[config.mk]
export PLATFORM = sky130hd
export DESIGN_NAME = rd_arbiter_flat
export DESIGN_NICKNAME = d
export VERILOG_FILES = /design/src/rtl/rd_arbiter_if.sv /design/src/rtl/rd_arbiter.sv /design/src/flat_wrapper.sv
export SDC_FILE = /design/constraint.sdc
export NUM_CORES = 1
export LEC_CHECK = 0
export CAP_MARGIN = 30
export CELL_PAD_IN_SITES_DETAIL_PLACEMENT = 1
export CELL_PAD_IN_SITES_GLOBAL_PLACEMENT = 1
export CORE_MARGIN = 2
export CORE_UTILIZATION = 20
export CTS_CLUSTER_SIZE = 20
export DETAILED_ROUTE_END_ITERATION = 10
export PLACE_DENSITY = 0.9
export SYNTH_ARGS = -nofsm -noshare
export SYNTH_HDL_FRONTEND = slang
export SYNTH_SLANG_ARGS = --single-unit
[constraint.sdc]
create_clock -name clk -period 1.41 [get_ports clk]
set_input_delay 0.282 -clock clk [delete_from_list [all_inputs] [get_ports clk]]
set_output_delay 0.282 -clock clk [all_outputs]
set_load 0.02 [all_outputs]
[src/rtl/rd_arbiter_if.sv]
// Read-port bundle between icache, dcache, the arbiter and the AXI read bridge.
// master = the arbiter's view; slave = the caches/bridge side.
interface rd_arbiter_if;
    logic        inst_rd_req;
    logic [2:0]  inst_rd_type;
    logic [31:0] inst_rd_addr;
    logic        inst_rd_rdy;
    logic        inst_ret_valid;
    logic        inst_ret_last;
    logic [31:0] inst_ret_data;

    logic        data_rd_req;
    logic [2:0]  data_rd_type;
    logic [31:0] data_rd_addr;
    logic        data_rd_rdy;
    logic        data_ret_valid;
    logic        data_ret_last;
    logic [31:0] data_ret_data;

    logic        mem_rd_req;
    logic [2:0]  mem_rd_type;
    logic [31:0] mem_rd_addr;
    logic        mem_rd_id;
    logic        mem_rd_rdy;
    logic        mem_ret_valid;
    logic        mem_ret_last;
    logic        mem_ret_id;
    logic [31:0] mem_ret_data;

    logic        inst_busy;
    logic        data_busy;

    modport master (
        input  inst_rd_req, inst_rd_type, inst_rd_addr,
        output inst_rd_rdy, inst_ret_valid, inst_ret_last, inst_ret_data,
        input  data_rd_req, data_rd_type, data_rd_addr,
        output data_rd_rdy, data_ret_valid, data_ret_last, data_ret_data,
        output mem_rd_req, mem_rd_type, mem_rd_addr, mem_rd_id,
        input  mem_rd_rdy, mem_ret_valid, mem_ret_last, mem_ret_id, mem_ret_data,
        output inst_busy, data_busy
    );

    modport slave (
        output inst_rd_req, inst_rd_type, inst_rd_addr,
        input  inst_rd_rdy, inst_ret_valid, inst_ret_last, inst_ret_data,
        output data_rd_req, data_rd_type, data_rd_addr,
        input  data_rd_rdy, data_ret_valid, data_ret_last, data_ret_data,
        input  mem_rd_req, mem_rd_type, mem_rd_addr, mem_rd_id,
        output mem_rd_rdy, mem_ret_valid, mem_ret_last, mem_ret_id, mem_ret_data,
        input  inst_busy, data_busy
    );
endinterface

[src/rtl/rd_arbiter.sv]
// Purpose: arbitrates icache/dcache reads onto one bridge request register; optional inst aging via RD_ARB_AGING_EN.
// Latency: mem_rd_req one cycle after the source handshake; return path is combinational (zero cycles).
// Backpressure: request held stable in HOLD until mem_rd_rdy; no source is ready outside IDLE or while its read is outstanding.
module rd_arbiter #(
    parameter int unsigned MAX_WAIT = 8
) (
    input  logic         clk,
    input  logic         reset,
    rd_arbiter_if.master bus
);
    if (MAX_WAIT < 1 || MAX_WAIT > 15) begin : g_bad_max_wait
        $error("rd_arbiter: MAX_WAIT must be in 1..15");
    end

    typedef enum logic {IDLE, HOLD} state_e;

    state_e      state_q, state_d;
    logic [2:0]  type_q, type_d;
    logic [31:0] addr_q, addr_d;
    logic        id_q, id_d;
    logic        inst_busy_q, inst_busy_d;
    logic        data_busy_q, data_busy_d;

    logic        inst_elig, data_elig, force_inst;
    logic        grant_inst, grant_data;

    assign inst_elig = bus.inst_rd_req & ~inst_busy_q;
    assign data_elig = bus.data_rd_req & ~data_busy_q;

`ifdef RD_ARB_AGING_EN
    logic [3:0] wait_q, wait_d;

    assign force_inst = inst_elig & (wait_q == 4'(MAX_WAIT));

    // Count only the cycles where inst was eligible but lost to data.
    always_comb begin
        wait_d = wait_q;
        if (grant_inst) begin
            wait_d = '0;
        end else if (grant_data && inst_elig && (wait_q < 4'(MAX_WAIT))) begin
            wait_d = wait_q + 4'd1;
        end
    end

    always_ff @(posedge clk or negedge reset) begin
        if (!reset) begin
            wait_q <= '0;
        end else begin
            wait_q <= wait_d;
        end
    end
`else
    assign force_inst = 1'b0;
`endif

    always_comb begin
        grant_data = (state_q == IDLE) & data_elig & ~force_inst;
        grant_inst = (state_q == IDLE) & inst_elig & ~grant_data;
    end

    always_comb begin
        state_d     = state_q;
        type_d      = type_q;
        addr_d      = addr_q;
        id_d        = id_q;
        inst_busy_d = inst_busy_q;
        data_busy_d = data_busy_q;

        case (state_q)
            IDLE: begin
                if (grant_data || grant_inst) begin
                    state_d = HOLD;
                    id_d    = grant_data;
                    type_d  = grant_data ? bus.data_rd_type : bus.inst_rd_type;
                    addr_d  = grant_data ? bus.data_rd_addr : bus.inst_rd_addr;
                end
            end
            HOLD: begin
                if (bus.mem_rd_rdy) begin
                    state_d = IDLE;
                    if (id_q) begin
                        data_busy_d = 1'b1;
                    end else begin
                        inst_busy_d = 1'b1;
                    end
                end
            end
            default: state_d = IDLE;
        endcase

        // Applied after the set so a zero-latency bridge return on the accept edge leaves the source free.
        if (bus.mem_ret_valid && bus.mem_ret_last) begin
            if (bus.mem_ret_id) begin
                data_busy_d = 1'b0;
            end else begin
                inst_busy_d = 1'b0;
            end
        end
    end

    always_ff @(posedge clk or negedge reset) begin
        if (!reset) begin
            state_q     <= IDLE;
            type_q      <= '0;
            addr_q      <= '0;
            id_q        <= 1'b0;
            inst_busy_q <= 1'b0;
            data_busy_q <= 1'b0;
        end else begin
            state_q     <= state_d;
            type_q      <= type_d;
            addr_q      <= addr_d;
            id_q        <= id_d;
            inst_busy_q <= inst_busy_d;
            data_busy_q <= data_busy_d;
        end
    end

    assign bus.inst_rd_rdy    = grant_inst & reset;
    assign bus.data_rd_rdy    = grant_data & reset;

    assign bus.mem_rd_req     = (state_q == HOLD);
    assign bus.mem_rd_type    = type_q;
    assign bus.mem_rd_addr    = addr_q;
    assign bus.mem_rd_id      = id_q;

    assign bus.inst_busy      = inst_busy_q;
    assign bus.data_busy      = data_busy_q;

    assign bus.inst_ret_valid = bus.mem_ret_valid & ~bus.mem_ret_id;
    assign bus.inst_ret_last  = bus.mem_ret_last  & ~bus.mem_ret_id;
    assign bus.inst_ret_data  = bus.mem_ret_data;
    assign bus.data_ret_valid = bus.mem_ret_valid &  bus.mem_ret_id;
    assign bus.data_ret_last  = bus.mem_ret_last  &  bus.mem_ret_id;
    assign bus.data_ret_data  = bus.mem_ret_data;
endmodule

[src/flat_wrapper.sv]
// flat-port wrapper written by rule: the top's interface ports become plain ports
module rd_arbiter_flat 
#(
    parameter int unsigned MAX_WAIT = 8
)
  (clk, reset, bus_inst_rd_req, bus_inst_rd_type, bus_inst_rd_addr, bus_inst_rd_rdy, bus_inst_ret_valid, bus_inst_ret_last, bus_inst_ret_data, bus_data_rd_req, bus_data_rd_type, bus_data_rd_addr, bus_data_rd_rdy, bus_data_ret_valid, bus_data_ret_last, bus_data_ret_data, bus_mem_rd_req, bus_mem_rd_type, bus_mem_rd_addr, bus_mem_rd_id, bus_mem_rd_rdy, bus_mem_ret_valid, bus_mem_ret_last, bus_mem_ret_id, bus_mem_ret_data, bus_inst_busy, bus_data_busy);
  rd_arbiter_if bus_i ();
  input  logic clk;
  input  logic reset;
  input wire logic [$bits(bus_i.inst_rd_req)-1:0] bus_inst_rd_req;
  input wire logic [$bits(bus_i.inst_rd_type)-1:0] bus_inst_rd_type;
  input wire logic [$bits(bus_i.inst_rd_addr)-1:0] bus_inst_rd_addr;
  output wire logic [$bits(bus_i.inst_rd_rdy)-1:0] bus_inst_rd_rdy;
  output wire logic [$bits(bus_i.inst_ret_valid)-1:0] bus_inst_ret_valid;
  output wire logic [$bits(bus_i.inst_ret_last)-1:0] bus_inst_ret_last;
  output wire logic [$bits(bus_i.inst_ret_data)-1:0] bus_inst_ret_data;
  input wire logic [$bits(bus_i.data_rd_req)-1:0] bus_data_rd_req;
  input wire logic [$bits(bus_i.data_rd_type)-1:0] bus_data_rd_type;
  input wire logic [$bits(bus_i.data_rd_addr)-1:0] bus_data_rd_addr;
  output wire logic [$bits(bus_i.data_rd_rdy)-1:0] bus_data_rd_rdy;
  output wire logic [$bits(bus_i.data_ret_valid)-1:0] bus_data_ret_valid;
  output wire logic [$bits(bus_i.data_ret_last)-1:0] bus_data_ret_last;
  output wire logic [$bits(bus_i.data_ret_data)-1:0] bus_data_ret_data;
  output wire logic [$bits(bus_i.mem_rd_req)-1:0] bus_mem_rd_req;
  output wire logic [$bits(bus_i.mem_rd_type)-1:0] bus_mem_rd_type;
  output wire logic [$bits(bus_i.mem_rd_addr)-1:0] bus_mem_rd_addr;
  output wire logic [$bits(bus_i.mem_rd_id)-1:0] bus_mem_rd_id;
  input wire logic [$bits(bus_i.mem_rd_rdy)-1:0] bus_mem_rd_rdy;
  input wire logic [$bits(bus_i.mem_ret_valid)-1:0] bus_mem_ret_valid;
  input wire logic [$bits(bus_i.mem_ret_last)-1:0] bus_mem_ret_last;
  input wire logic [$bits(bus_i.mem_ret_id)-1:0] bus_mem_ret_id;
  input wire logic [$bits(bus_i.mem_ret_data)-1:0] bus_mem_ret_data;
  output wire logic [$bits(bus_i.inst_busy)-1:0] bus_inst_busy;
  output wire logic [$bits(bus_i.data_busy)-1:0] bus_data_busy;
  assign bus_i.inst_rd_req = bus_inst_rd_req;
  assign bus_i.inst_rd_type = bus_inst_rd_type;
  assign bus_i.inst_rd_addr = bus_inst_rd_addr;
  assign bus_inst_rd_rdy = bus_i.inst_rd_rdy;
  assign bus_inst_ret_valid = bus_i.inst_ret_valid;
  assign bus_inst_ret_last = bus_i.inst_ret_last;
  assign bus_inst_ret_data = bus_i.inst_ret_data;
  assign bus_i.data_rd_req = bus_data_rd_req;
  assign bus_i.data_rd_type = bus_data_rd_type;
  assign bus_i.data_rd_addr = bus_data_rd_addr;
  assign bus_data_rd_rdy = bus_i.data_rd_rdy;
  assign bus_data_ret_valid = bus_i.data_ret_valid;
  assign bus_data_ret_last = bus_i.data_ret_last;
  assign bus_data_ret_data = bus_i.data_ret_data;
  assign bus_mem_rd_req = bus_i.mem_rd_req;
  assign bus_mem_rd_type = bus_i.mem_rd_type;
  assign bus_mem_rd_addr = bus_i.mem_rd_addr;
  assign bus_mem_rd_id = bus_i.mem_rd_id;
  assign bus_i.mem_rd_rdy = bus_mem_rd_rdy;
  assign bus_i.mem_ret_valid = bus_mem_ret_valid;
  assign bus_i.mem_ret_last = bus_mem_ret_last;
  assign bus_i.mem_ret_id = bus_mem_ret_id;
  assign bus_i.mem_ret_data = bus_mem_ret_data;
  assign bus_inst_busy = bus_i.inst_busy;
  assign bus_data_busy = bus_i.data_busy;
  rd_arbiter #(.MAX_WAIT(MAX_WAIT)) u_core (.clk(clk), .reset(reset), .bus(bus_i));
endmodule
==> key figures, run 1 <==
Logic synthesis
  – Synth area leaders: dfrtp_1 (39%), buf_4 (19%), o32ai_2 (18%)
  – Post-synth EDFFs: 0
  – Post-synthesis mux area share: 0%
  – Xor/xnor share of the synthesized area: 0%
  – Most frequent cell after synthesis: buf_4
  – Yosys top cell by area: dfrtp_1
  – Simple-gate area share of the yosys netlist: 3.06%
  – Synth cell types: 17
  – Post-Synth Adder-Cell Area: 0%
  – Ys async rst share: 100%
  – Register bit total from synthesis: 39
  – Synth Area in Compound Gates: 29.1%
  – Syn_area_per_cell: 10.2 sq um
  – Gate Count Post-Synth: 244
  – Post-synth top flop: dfrtp_1
  – Ys Warns: 0
  – Largest family of logic cells by synthesized area: compound AO/OA/AOI/OAI gates
  – Sequential area share after synthesis: 39.1%
  – Top-area cell type share of the netlist area: 39.1%
  – Top post-synthesis cells by count: buf_4 (64), dfrtp_1 (39), a21oi_1 (38)
  – Synth Cell Area: 2490 sq um
  – Syn nets: 354

Worst setup path
  – WS Path Type: flop to output port
  – Worst Reg-to-Reg Cells: 4
  – Crit. path cell count: 3
  – Delay-heaviest family, CP: simple AND/OR/NAND/NOR gates
  – Crit start category: flop
  – Critical path, cell by cell: or3b_4, nor3_4, buf_6
  – Critical path required time: 1.13 ns
  – Reg2Reg Setup Slack: -0.20 ns
  – CP Data Arrival Time: 1.38 ns
  – CP Capture Type: output port
  – Worst Path Buf+Inv: 1
  – Delay of the slowest critical-path stage: 0.43 ns
  – CP max stage cell: dfrtp_2
  – CP Max Fanout: 4

Die
  – Core ar.: 12,100 sq um
  – Number of cell rows: 40
  – Initial core utilization: 20.6%
  – Die width: 116 um
  – I/O pin count: 219
  – Die Height: 116 um
  – Die ar.: 13,400 sq um

Finish
  – Antenna cells: 0
  – Register area: 978 sq um
  – Synthesis-to-finish area growth: 45.7%
  – Final #Nets: 418
  – Share of post-route cells with drive strength above 1: 22.7%
  – Area of the multi-input gates: 861 sq um
  – Fillcell total: 1,390
  – Core Util, Final: 30.0%

Global route
  – Largest net degree at the start of global routing: 40
  – Vias in the first global route: 2,246
  – Gr ovfl total: 0
  – Total GRT Usage: 12.1%
  – Initial antenna violation count: 0
  – Global-route wire length before repair: 12,300 um

Routing
  – M1 WL: 3100 um
  – First-pass DRT Iterations: 4
  – WL per Instance: 16.5 um
  – Routed Antenna Nets: 0
  – Top Metal Used: met4
  – Vias: 1,949
  – Routed wl met3: 620 um
  – Routed wire length: 7880 um
  – Via/cell ratio: 4.09
  – Initial DRC count: 72
  – Residual DRC count: 0
  – Met2 wire length: 4040 um

Timing
  – Worst hold slack: 0.167 ns
  – Final period utilization: 118%
  – Setup violators final: 38
  – RSZ-0062 raised after global routing: true
  – Worst slew margin: 63.3%
  – Final hold viol count: 0
  – Max Clk Rate: 0.600 GHz
  – Worst slew pin tran: 0.551 ns
  – Worst setup margin: -0.255 ns
  – Post-route setup TNS: -6.15 ns
  – Clock Skew: 0.00158 ns
  – Max Slew Vio Count: 0
  – Final Critical Period: 1.67 ns

CTS
  – Clock latency on the worst-skew pair: 0.28 ns
  – CTS tree: done
  – CTS buffer count: 5
  – Clock Pin Slew Worst Setup and Hold Paths: 0.06 ns
  – Clock sinks: 39
  – Root Driver: clkbuf_16
  – H-tree levels: 2
  – Clock Tree Buf Depth: 2
  – Hold-fix buffers, CTS: 0

Power and ir drop
  – Leak: 1.54 nW
  – Max IR drop VDD: 995 uV
  – Gate power share: 54.6%
  – Int Power: 3.88 mW
  – Clock Power Share: 16.3%
  – Net Sw Frac: 42.1%
  – Flop pwr share: 29.1%
  – Power Density: 1840 nW/um^2
  – Sw Pwr: 2.82 mW

Hold path
  – Hold Path Class: input pin to async pin

Placed design
  – Port bufs: 122
  – Detailed Place HPWL: 5800 um
  – Placement Setup Slack: -0.983 ns
  – RD Place Congestion: 0.746

Run status
  – Status: finished, violations left
  – Failing checks: setup timing

Run
  – Max Cap Viol: 0
## area by class of cell
class                   count  share of cell area [%]
clock buffers               5                    3.44
clock inverters             3                   0.413
inverters                  37                    3.82
multi-input cells          89                    23.7
flip-flops and latches     39                    26.9
well taps                 168                    5.78
repair buffers            136                    35.9
## final timing paths
path | end | start
worst min-delay path | u_core.bus.mem_rd_addr[14] | reset
min in group clk | u_core.bus.data_busy | bus_mem_ret_valid
worst max register to register | u_core.bus.mem_rd_type[0] | u_core.bus.mem_rd_req
worst max-delay path | bus_inst_rd_rdy | u_core.bus.mem_rd_req
max in group asynchronous | u_core.bus.inst_busy | reset
worst min register to register | u_core.bus.mem_rd_addr[16] | u_core.bus.mem_rd_addr[16]
## layout by cell type (no fill, tap or decap), types with 2 or more instances in the layout
cell type	count
buf_6	5
o32ai_2	29
o32ai_1	6
inv_1	37
clkbuf_16	5
dfrtp_2	2
clkdlybuf4s50_1	72
buf_2	3
dlygate4sd2_1	39
clkinv_2	3
a31oi_1	2
and2_1	2
nor2b_4	2
buf_4	10
buf_12	3
clkbuf_2	2
a21oi_1	38
or3b_4	2
nor2b_1	2
nand2_1	2
dfrtp_1	37
## metal layers
metal,vias to the layer above,GRT usage [%]
met3,20,3.50
met5,-,0
met1,941,13.9
li1,900,-
met2,88,21.7
met4,0,3.33
## metrics by stage
stage          instances  area, sq um  total power [mW]
3_5_place_dp         467         3510              6.03
6_report             477         3630              6.70
2_1_floorplan        244         2540              4.29
3_3_place_gp         467         3510              5.86
5_1_grt              477         3630              7.22
4_1_cts              476         3620              6.86
## cells by family after synthesis
kind of cell,Yosys count
flip-flops,39
buffers and inverters,116
AND/OR/NAND/NOR,13
AO/OA/AOI/OAI,76
## worst register-to-register path, stage by stage, from the launching register on
cell and delay, ns:
dfrtp_2 0.43, or3b_4 0.41, buf_6 0.25, o32ai_1 0.33
a21oi_1 0.07
## state kept, by name, summed over array words and instances, names as in the netlist
register / count
u_core.bus.data_busy: 1
u_core.bus.inst_busy: 1
u_core.bus.mem_rd_addr: 32
u_core.bus.mem_rd_id: 1
u_core.bus.mem_rd_req: 1
u_core.bus.mem_rd_type: 3
## power by group through the flow
| stage | logic, mW | registers [mW] | clock network (mW) |
|---|---|---|---|
| 5_1_grt | 3.98 | 2.02 | 1.22 |
| 3_5_place_dp | 4.04 | 1.99 | 0 |
| 4_1_cts | 3.74 | 1.96 | 1.16 |
| 2_1_floorplan | 1.65 | 2.65 | 0 |
| 6_report | 3.66 | 1.95 | 1.09 |
| 3_3_place_gp | 3.90 | 1.96 | 0 |
## repair_timing
| action | CTS | global route |
|---|---|---|
| resized for setup | 86 | 5 |
| setup endpoints to repair | 81 | 42 |
| pin swaps | 3 | 0 |
| setup buffers | 1 | 1 |
No activity file was read; power rests on OpenSTA's default activity.
==> run 2: changes to the inputs <==
--- a/config.mk
+++ b/config.mk
@@ -5,6 +5,7 @@
 export SDC_FILE = /design/constraint.sdc
 export NUM_CORES = 1
 export LEC_CHECK = 0
+export ABC_CLOCK_PERIOD_IN_PS = 1410
 export CAP_MARGIN = 30
 export CELL_PAD_IN_SITES_DETAIL_PLACEMENT = 1
 export CELL_PAD_IN_SITES_GLOBAL_PLACEMENT = 1
==> results of run 2 <==
Same layout as run 1: the final DEF is identical, and so are final timing and power.
